`src/rtl/ebu_arbiter.sv`:
```
// ebu_arbiter: two-manager AHB-Lite arbiter for the external bus unit.
//
// Merges the IFU and LSU manager-side AHB streams onto one system-bus port.
// Each manager has a one-entry input stage. The stage captures an address
// phase that arrives while the other manager owns the bus, and it stalls the
// manager until that phase is granted. From idle the LSU has priority.
// Ownership changes only at burst boundaries, so two managers that keep
// requesting alternate burst by burst.
//
// Ports
//   clk, reset                 bus clock; synchronous active-high reset
//   IH* / LH*                  IFU / LSU address phase (TRANS, WRITE, SIZE,
//                              BURST, ADDR) and data phase (WDATA, WSTRB)
//   IHREADY / LHREADY          per-manager HREADY returned to each interface
//   HREADY                     subordinate ready
//   HTRANS..HADDR              muxed address phase towards the system bus
//   HWDATA / HWSTRB            muxed write data, selected by the data-phase owner
module ebu_arbiter #(
  parameter int PA_BITS = 56,
  parameter int AHBW    = 64
) (
  input  logic               clk,
  input  logic               reset,
  input  logic [1:0]         IHTRANS,
  input  logic               IHWRITE,
  input  logic [2:0]         IHSIZE,
  input  logic [2:0]         IHBURST,
  input  logic [PA_BITS-1:0] IHADDR,
  input  logic [AHBW-1:0]    IHWDATA,
  input  logic [AHBW/8-1:0]  IHWSTRB,
  output logic               IHREADY,
  input  logic [1:0]         LHTRANS,
  input  logic               LHWRITE,
  input  logic [2:0]         LHSIZE,
  input  logic [2:0]         LHBURST,
  input  logic [PA_BITS-1:0] LHADDR,
  input  logic [AHBW-1:0]    LHWDATA,
  input  logic [AHBW/8-1:0]  LHWSTRB,
  output logic               LHREADY,
  input  logic               HREADY,
  output logic [1:0]         HTRANS,
  output logic               HWRITE,
  output logic [2:0]         HSIZE,
  output logic [2:0]         HBURST,
  output logic [PA_BITS-1:0] HADDR,
  output logic [AHBW-1:0]    HWDATA,
  output logic [AHBW/8-1:0]  HWSTRB
);

  localparam logic [1:0] ST_IDLE = 2'd0;
  localparam logic [1:0] ST_IFU  = 2'd1;
  localparam logic [1:0] ST_LSU  = 2'd2;

  // Index of the final beat for a burst encoding; undefined-length and
  // wrapping encodings are treated as single transfers.
  function automatic logic [3:0] last_idx(input logic [2:0] burst);
    case (burst)
      3'b011:  last_idx = 4'd3;
      3'b101:  last_idx = 4'd7;
      3'b111:  last_idx = 4'd15;
      default: last_idx = 4'd0;
    endcase
  endfunction

  logic [1:0]         state_q, state_d;
  logic [3:0]         cnt_q, cnt_d;
  logic               pend_i_q, pend_i_d, pend_l_q, pend_l_d;
  logic               dvalid_q, dvalid_d;
  logic               downer_q, downer_d;   // 1 = LSU owns the data phase

  logic [1:0]         i_trans_q, i_trans_d, l_trans_q, l_trans_d;
  logic               i_write_q, i_write_d, l_write_q, l_write_d;
  logic [2:0]         i_size_q, i_size_d, l_size_q, l_size_d;
  logic [2:0]         i_burst_q, i_burst_d, l_burst_q, l_burst_d;
  logic [PA_BITS-1:0] i_addr_q, i_addr_d, l_addr_q, l_addr_d;

  // Last address phase driven, replayed while nobody owns the bus.
  logic               hwrite_q, hwrite_d;
  logic [2:0]         hsize_q, hsize_d;
  logic [2:0]         hburst_q, hburst_d;
  logic [PA_BITS-1:0] haddr_q, haddr_d;

  logic               i_req_live, l_req_live, i_req, l_req;
  logic [1:0]         owner;
  logic               own_i, own_l;
  logic               beat_acc, last_beat;

  // A manager already held in its input stage is not offering a new phase:
  // it was stalled by a low xHREADY and is presenting its next transfer.
  always_comb begin
    i_req_live = (IHTRANS != 2'b00) && !pend_i_q;
    l_req_live = (LHTRANS != 2'b00) && !pend_l_q;
    i_req      = pend_i_q || i_req_live;
    l_req      = pend_l_q || l_req_live;
    case (state_q)
      ST_IFU:  owner = ST_IFU;
      ST_LSU:  owner = ST_LSU;
      default: owner = l_req ? ST_LSU : (i_req ? ST_IFU : ST_IDLE);
    endcase
    own_i = (owner == ST_IFU);
    own_l = (owner == ST_LSU);
  end

  always_comb begin
    HTRANS = 2'b00;
    HWRITE = hwrite_q;
    HSIZE  = hsize_q;
    HBURST = hburst_q;
    HADDR  = haddr_q;
    if (own_l) begin
      HTRANS = pend_l_q ? l_trans_q : LHTRANS;
      HWRITE = pend_l_q ? l_write_q : LHWRITE;
      HSIZE  = pend_l_q ? l_size_q  : LHSIZE;
      HBURST = pend_l_q ? l_burst_q : LHBURST;
      HADDR  = pend_l_q ? l_addr_q  : LHADDR;
    end else if (own_i) begin
      HTRANS = pend_i_q ? i_trans_q : IHTRANS;
      HWRITE = pend_i_q ? i_write_q : IHWRITE;
      HSIZE  = pend_i_q ? i_size_q  : IHSIZE;
      HBURST = pend_i_q ? i_burst_q : IHBURST;
      HADDR  = pend_i_q ? i_addr_q  : IHADDR;
    end
  end

  // A pending stage holds its manager even in the cycle it is granted, since
  // that manager already treated the captured phase as accepted.
  always_comb begin
    HWDATA = downer_q ? LHWDATA : IHWDATA;
    HWSTRB = downer_q ? LHWSTRB : IHWSTRB;
    if (pend_i_q)
      IHREADY = 1'b0;
    else if ((dvalid_q && !downer_q) || own_i)
      IHREADY = HREADY;
    else
      IHREADY = 1'b1;
    if (pend_l_q)
      LHREADY = 1'b0;
    else if ((dvalid_q && downer_q) || own_l)
      LHREADY = HREADY;
    else
      LHREADY = 1'b1;
  end

  // BUSY beats do not advance the burst.
  assign beat_acc  = HREADY && HTRANS[1];
  assign last_beat = beat_acc && (cnt_q == last_idx(HBURST));

  always_comb begin
    state_d   = state_q;
    cnt_d     = cnt_q;
    pend_i_d  = pend_i_q;
    pend_l_d  = pend_l_q;
    dvalid_d  = dvalid_q;
    downer_d  = downer_q;
    i_trans_d = i_trans_q;
    i_write_d = i_write_q;
    i_size_d  = i_size_q;
    i_burst_d = i_burst_q;
    i_addr_d  = i_addr_q;
    l_trans_d = l_trans_q;
    l_write_d = l_write_q;
    l_size_d  = l_size_q;
    l_burst_d = l_burst_q;
    l_addr_d  = l_addr_q;
    hwrite_d  = hwrite_q;
    hsize_d   = hsize_q;
    hburst_d  = hburst_q;
    haddr_d   = haddr_q;
    if (owner != ST_IDLE) begin
      hwrite_d = HWRITE;
      hsize_d  = HSIZE;
      hburst_d = HBURST;
      haddr_d  = HADDR;
    end
    if (HREADY) begin
      if (owner != ST_IDLE) begin
        if (last_beat) begin
          cnt_d = 4'd0;
          if (own_l)
            state_d = i_req ? ST_IFU : ST_IDLE;
          else
            state_d = l_req ? ST_LSU : ST_IDLE;
        end else begin
          state_d = owner;
          if (beat_acc)
            cnt_d = cnt_q + 4'd1;
        end
        downer_d = own_l;
      end
      dvalid_d = (HTRANS != 2'b00);
      if (i_req_live && !own_i) begin
        pend_i_d  = 1'b1;
        i_trans_d = IHTRANS;
        i_write_d = IHWRITE;
        i_size_d  = IHSIZE;
        i_burst_d = IHBURST;
        i_addr_d  = IHADDR;
      end else if (own_i) begin
        pend_i_d = 1'b0;
      end
      if (l_req_live && !own_l) begin
        pend_l_d  = 1'b1;
        l_trans_d = LHTRANS;
        l_write_d = LHWRITE;
        l_size_d  = LHSIZE;
        l_burst_d = LHBURST;
        l_addr_d  = LHADDR;
      end else if (own_l) begin
        pend_l_d = 1'b0;
      end
    end
  end

  always_ff @(posedge clk) begin
    if (reset) begin
      state_q  <= ST_IDLE;
      cnt_q    <= 4'd0;
      pend_i_q <= 1'b0;
      pend_l_q <= 1'b0;
      dvalid_q <= 1'b0;
      downer_q <= 1'b1;
      hwrite_q <= 1'b0;
      hsize_q  <= 3'd0;
      hburst_q <= 3'd0;
      haddr_q  <= '0;
    end else begin
      state_q  <= state_d;
      cnt_q    <= cnt_d;
      pend_i_q <= pend_i_d;
      pend_l_q <= pend_l_d;
      dvalid_q <= dvalid_d;
      downer_q <= downer_d;
      hwrite_q <= hwrite_d;
      hsize_q  <= hsize_d;
      hburst_q <= hburst_d;
      haddr_q  <= haddr_d;
    end
  end

  // Captured phases are only observed while their pending flag is set.
  always_ff @(posedge clk) begin
    i_trans_q <= i_trans_d;
    i_write_q <= i_write_d;
    i_size_q  <= i_size_d;
    i_burst_q <= i_burst_d;
    i_addr_q  <= i_addr_d;
    l_trans_q <= l_trans_d;
    l_write_q <= l_write_d;
    l_size_q  <= l_size_d;
    l_burst_q <= l_burst_d;
    l_addr_q  <= l_addr_d;
  end

endmodule
```
`config.mk`:
```
export PLATFORM = sky130hd
export DESIGN_NAME = ebu_arbiter
export DESIGN_NICKNAME = d
export VERILOG_FILES = /design/src/rtl/ebu_arbiter.sv
export SDC_FILE = /design/constraint.sdc
export NUM_CORES = 1
export LEC_CHECK = 0
export ABC_AREA = 0
export ABC_CLOCK_PERIOD_IN_PS = 12500
export CAP_MARGIN = 20
export CELL_PAD_IN_SITES_DETAIL_PLACEMENT = 0
export CELL_PAD_IN_SITES_GLOBAL_PLACEMENT = 1
export CORE_ASPECT_RATIO = 1.2
export CORE_MARGIN = 4
export CORE_UTILIZATION = 34
export CTS_BUF_LIST = sky130_fd_sc_hd__clkbuf_4
export DETAILED_ROUTE_END_ITERATION = 6
export GPL_TIMING_DRIVEN = 0
export PLACE_DENSITY = 0.94
export SETUP_SLACK_MARGIN = 0.2
export SYNTH_ARGS = -nofsm -noshare
export SYNTH_HDL_FRONTEND = slang
export SYNTH_SLANG_ARGS = --single-unit
```
`constraint.sdc`:
```
create_clock -name clk -period 12.5 [get_ports clk]
set_input_delay 3.125 -clock clk [delete_from_list [all_inputs] [get_ports clk]]
set_output_delay 3.125 -clock clk [all_outputs]
set_load 0.02 [all_outputs]
```
-- Yosys cells after proc, flatten, opt, wreduce, memory -nomap -nowiden
Cells that the tools add are included.
- register bits after elaboration: 203
- input bits: 277
- word-level logic and storage cells: 98
- add/sub/neg operators: 1
- equal/unequal tests: 8
- mux-type cells: 39
- reductions and logical operators: 30
- operators by type and width (cell ; number):
    56-bit two-way mux ; 4
    64-bit two-way mux ; 1
    3-bit two-way mux ; 8
    2-bit two-way mux ; 8
    2-bit nonzero test ; 7
    1-bit two-way mux ; 13
    4-bit one-hot mux with 3 select lines ; 1
    2-bit AND reduction ; 5
    1-bit logical AND ; 8
    4-bit two-way mux ; 2
    8-bit two-way mux ; 1
    3-bit == test (second input constant) ; 2
    1-bit logical NOT ; 5
    4-bit by 1-bit adder with 4-bit output (second input constant) ; 1
    2-bit by 1-bit == test with 1-bit output (second input constant) ; 2
    2-bit == test (second input constant) ; 2
    4-bit == test ; 1
    1-bit logical OR ; 4
    2-bit one-hot mux with 2 select lines ; 1
    3-bit by 2-bit == test with 1-bit output (second input constant) ; 1
    3-bit AND reduction ; 1

-- Depth between registers and ports, before layout
- depth in word-level cells: 15
- gate-level depth with buffers: 11
- mapped depth without buffers: 10

-- Worst setup path after synthesis
No wires, ideal clock.
- kind: in2reg
- start point: in IHTRANS[1]
- end point: reg i_addr_q[0], enable pin
- arrival time: 9.199 ns
- slack: 2.720 ns
- stages on the path: 6
- buffers on the path: 3
- cell sequence: nor3_1 a2bb2oi_1 buf_6 clkbuf_1 clkbuf_1 nor3b_1
- word-level cells in the longest chain between the ends: 10
- RTL lines (what ; line ; text):
    from (decl) ; 24 ; input logic [1:0] IHTRANS,
    2-bit nonzero test (*) ; 91 ; i_req_live = (IHTRANS != 2'b00) && !pend_i_q;
    1-bit logical AND (*) ; 91 ;
    1-bit logical OR ; 93 ; i_req = pend_i_q || i_req_live;
    1-bit two-way mux ; 98 ; default: owner = l_req ? ST_LSU : (i_req ? ST_IFU : ST_IDLE);
    2-bit two-way mux ; 98 ;
    2-bit one-hot mux with 2 select lines ; 95 ; case (state_q)
    2-bit by 1-bit == test with 1-bit output ; 100 ; own_i = (owner == ST_IFU);
    1-bit logical NOT ; 191 ; if (i_req_live && !own_i) begin
    1-bit logical AND (*) ; 191 ;
    2-bit AND reduction (no line) (*) ; -- ;
    to (signal assigned) ; 246 ; i_addr_q <= i_addr_d;
    to (decl) ; 75 ; logic [PA_BITS-1:0] i_addr_q, i_addr_d, l_addr_q, l_addr_d;
Mark *: on every way between the ends. The rest lies on a longest branch, timed or not.
A chain may end at the register's enable or synchronous reset.

-- Worst setup path after layout
- start point: in IHTRANS[1]
- end point: out HADDR[2]
- word-level cells in the longest chain between the ends: 9
- elaborated cells on any way between the ends: 10
- RTL lines (what ; line ; text):
    2-bit nonzero test (*) ; 91 ;
    1-bit logical AND (*) ; 91 ;
    1-bit logical OR (*) ; 93 ;
    1-bit two-way mux (*) ; 98 ;
    2-bit two-way mux (*) ; 98 ;
    2-bit one-hot mux with 2 select lines (*) ; 95 ;
    2-bit by 1-bit == test with 1-bit output ; 100 ;
    56-bit two-way mux ; 116 ; end else if (own_i) begin
    56-bit two-way mux (*) ; 110 ; if (own_l) begin
    to (decl) ; 45 ; output logic [PA_BITS-1:0] HADDR,
Marked as above.

==> results by group <==
Yosys
  – Xor-xnor portion of the synthesized cell area: 0.00270
  – Yosys Warn Count: 0
  – Post-Syn Instances: 791
  – Largest family of logic cells by synthesized area: multiplexers
  – Syn_area_per_cell: 12.3 sq um
  – Yosys top cell area share: 0.401
  – Adder-cell share of the synthesized area: 0.00386
  – EDFF count, synth: 130
  – Syn_nets: 1071
  – Dominant cells by area after synthesis: edfxtp_1 (40%), mux2i_1 (20%), dfxtp_1 (15%)
  – Post-synthesis compound-gate area fraction: 0.0507
  – Yosys cell types: 36
  – Register area share after synthesis: 0.552
  – Synth Flop Type: edfxtp_1
  – Synth Register Bits: 203
  – Simple-gate share of the synthesized area: 0.0867
  – Synth area leader: edfxtp_1
  – Asr flop ratio synth: 0
  – Top-count cell post-synth: mux2i_1
  – Mux contribution to synthesized area: 0.279
  – Mapped Area: 9730 sq um
  – Synth cell count leaders: mux2i_1 (190), edfxtp_1 (130), nor2_1 (76)

Detailed routing
  – Vias: 8303
  – Iteration-0 DRC Markers: 280
  – Drt pass-1 iters: 6
  – Via density: 4.88
  – Final ANT Viol Nets: 0
  – Post-Route WL: 39.1 mm
  – Drt wl/cell: 23.0 um
  – DR DRC count: 0

Timing
  – Final Critical Period: 9.86 ns
  – Unrepaired setup endpoints after global routing: no
  – Final setup fails: 0
  – Final hold vios: 0
  – Fmax: 0.101 GHz
  – Max-slew violation count: 0
  – Worst Max-Slew Pin Slew: 0.892 ns
  – Clock skew: 0.0374 ns
  – Worst relative slew slack: 0.406
  – Final hold slack: 0.533 ns
  – Final period util: 0.789

Global route
  – Antenna violations before repair: 26
  – Total track usage: 0.239
  – Global route total overflow: 0
  – Pin count of the biggest net entering global routing: 14
  – Vias in the first global route: 8758
  – First-pass GRT wire length: 55.7 mm

Place
  – Port bufs: 414
  – HPWL after detailed placement: 31.4 mm
  – Gpl congestion: 0.834

Finish
  – Nets: 1550
  – Final core occ: 0.542
  – Layout area overhead: 56.5%
  – Layout cells sized above 1: 0.135

Worst hold path
  – Worst hold path type: reg2reg

CTS
  – Clock sinks: 203
  – Num CTS Buffers: 51
  – Root Driver: clkbuf_4
  – Postcts setup bufs: 0
  – Post-CTS sizing: 0
  – CTS tree: yes
  – H-tree depth: 2
  – CTS Hold Buffers Added: 0
  – Clk_lat worst skew: 0.66 ns
  – Reg clk slew, reported paths: 0.07 ns
  – CTS Buffer Depth: 3

Critical path
  – Top Family by Delay on Critical Path: buffers and inverters
  – Crit-path max FO: 10
  – Crit path buf inv count: 5
  – Worst stage delay on the critical path: 0.76 ns
  – CP Launch Type: input pin
  – WP data arrival: 6.74 ns
  – Crit Path Class: in2out
  – Worst Setup End Kind: primary output
  – Crit path cell chain: clkdlybuf4s50_1 > nor3_1 > a2bb2oi_1 > buf_6 > clkbuf_1 > clkbuf_1 > a21oi_1 > mux2i_1 > clkdlybuf4s50_1
  – CP max-delay cell: clkdlybuf4s50_1
  – CP Data Required Time: 9.38 ns

Floorplanning
  – Die footprint: 31400 sq um
  – Die Span Y: 193 um
  – Site Rows: 67
  – Initial Util: 0.346
  – Die width: 162 um
  – Io pins: 416
  – Core ar.: 28100 sq um

Power
  – Power, Total: 3.44 mW
  – Peak supply drop: 0.144 mV
  – Pwr/cell area: 226 nW/um^2
  – LEAKAGE: 5.66 nW

Job
  – MaxCap Viol Count: 0

Outcome
  – Status: completed
==> logic make-up after synthesis <==
family | Yosys count
AOI/OAI and AO/OA | 89
and+or+nand+nor | 169
xor gates and xnor gates | 3
adders and majority gates | 3
buffers and inverters | 62
muxes | 262
DFF | 203
==> flip-flops by register name (all words and copies together), names as in the netlist, 4 cells and up <==
name,cells
l_addr_q,56
i_addr_q,56
cnt_q,4
haddr_q,56
==> cell type report <==
cell class | count | area, sq um
flip-flops and latches | 203 | 5370
plain buffers | 54 | 218
repair buffers | 426 | 4290
clock buffers | 84 | 631
multi-input cells | 526 | 4120
inverters | 8 | 30.0
fillers | 2432 | 12900
well taps | 379 | 474
diodes | 11 | 27.5
clock inverters | 11 | 68.8
==> cells in the final DEF (no fill, tap or decap), types with 2 or more instances in the layout <==
cell,netlist,routed
a211oi_1,4,4
a21oi_1,66,66
a221o_1,3,3
and2_1,4,4
buf_1,9,9
buf_6,2,12
buf_8,0,2
clkbuf_1,43,43
clkbuf_4,0,84
clkdlybuf4s50_1,0,414
clkinv_1,0,8
dfxtp_1,73,73
diode_2,0,11
edfxtp_1,130,130
ha_1,3,3
inv_1,8,8
mux2_2,72,72
mux2i_1,190,190
nand2_1,13,13
nor2_1,76,76
nor2b_1,64,64
nor3_1,3,2
o21ai_0,7,7
o22ai_1,2,2
xnor2_1,3,3
==> through the flow <==
stage                     area, sq um  std cells  setup TNS, ns  setup slack (ns)
after floorplan                  9730        791              0              2.72
after global placement          14300       1584        -188.64             -1.80
after detailed placement        14500       1596              0              2.59
after CTS                       15200       1691              0              2.57
after global routing            15200       1701              0              2.34
final                           15200       1702              0              2.64
==> worst register-to-register path: stages (launching register included) <==
cell       delay (ns)
dfxtp_1          0.38
inv_1            0.07
ha_1             0.38
or4b_4           0.26
a2bb2oi_1        0.39
buf_6            0.23
clkbuf_1         0.46
clkbuf_1         0.60
nor3b_2          0.74
buf_8            0.24
buf_6            0.20
==> layer usage <==
layer	up-vias	share of wire	track usage
met5	-	0.0029	0
met4	16	0.054	0.134
met3	100	0.11	0.110
met2	394	0.50	0.416
met1	3901	0.33	0.232
li1	3892	-	-
==> worst paths after layout <==
check             slack, ns  cells past startpoint       start            to
hold reg to reg        0.53                      2    dvalid_q      dvalid_q
setup / recovery       2.64                      9  IHTRANS[1]      HADDR[2]
hold / removal         0.53                      2    dvalid_q      dvalid_q
setup reg to reg       8.25                     10  state_q[0]  i_addr_q[23]
==> report_power, final <==
part           internal [mW]  switching (mW)  total [mW]  leakage (nW)
clock                  0.323           0.273       0.596         0.421
combinational          0.868            1.03        1.90          3.43
sequential             0.900          0.0469       0.947          1.81
Note: power is estimated with default switching activity, not from simulation.
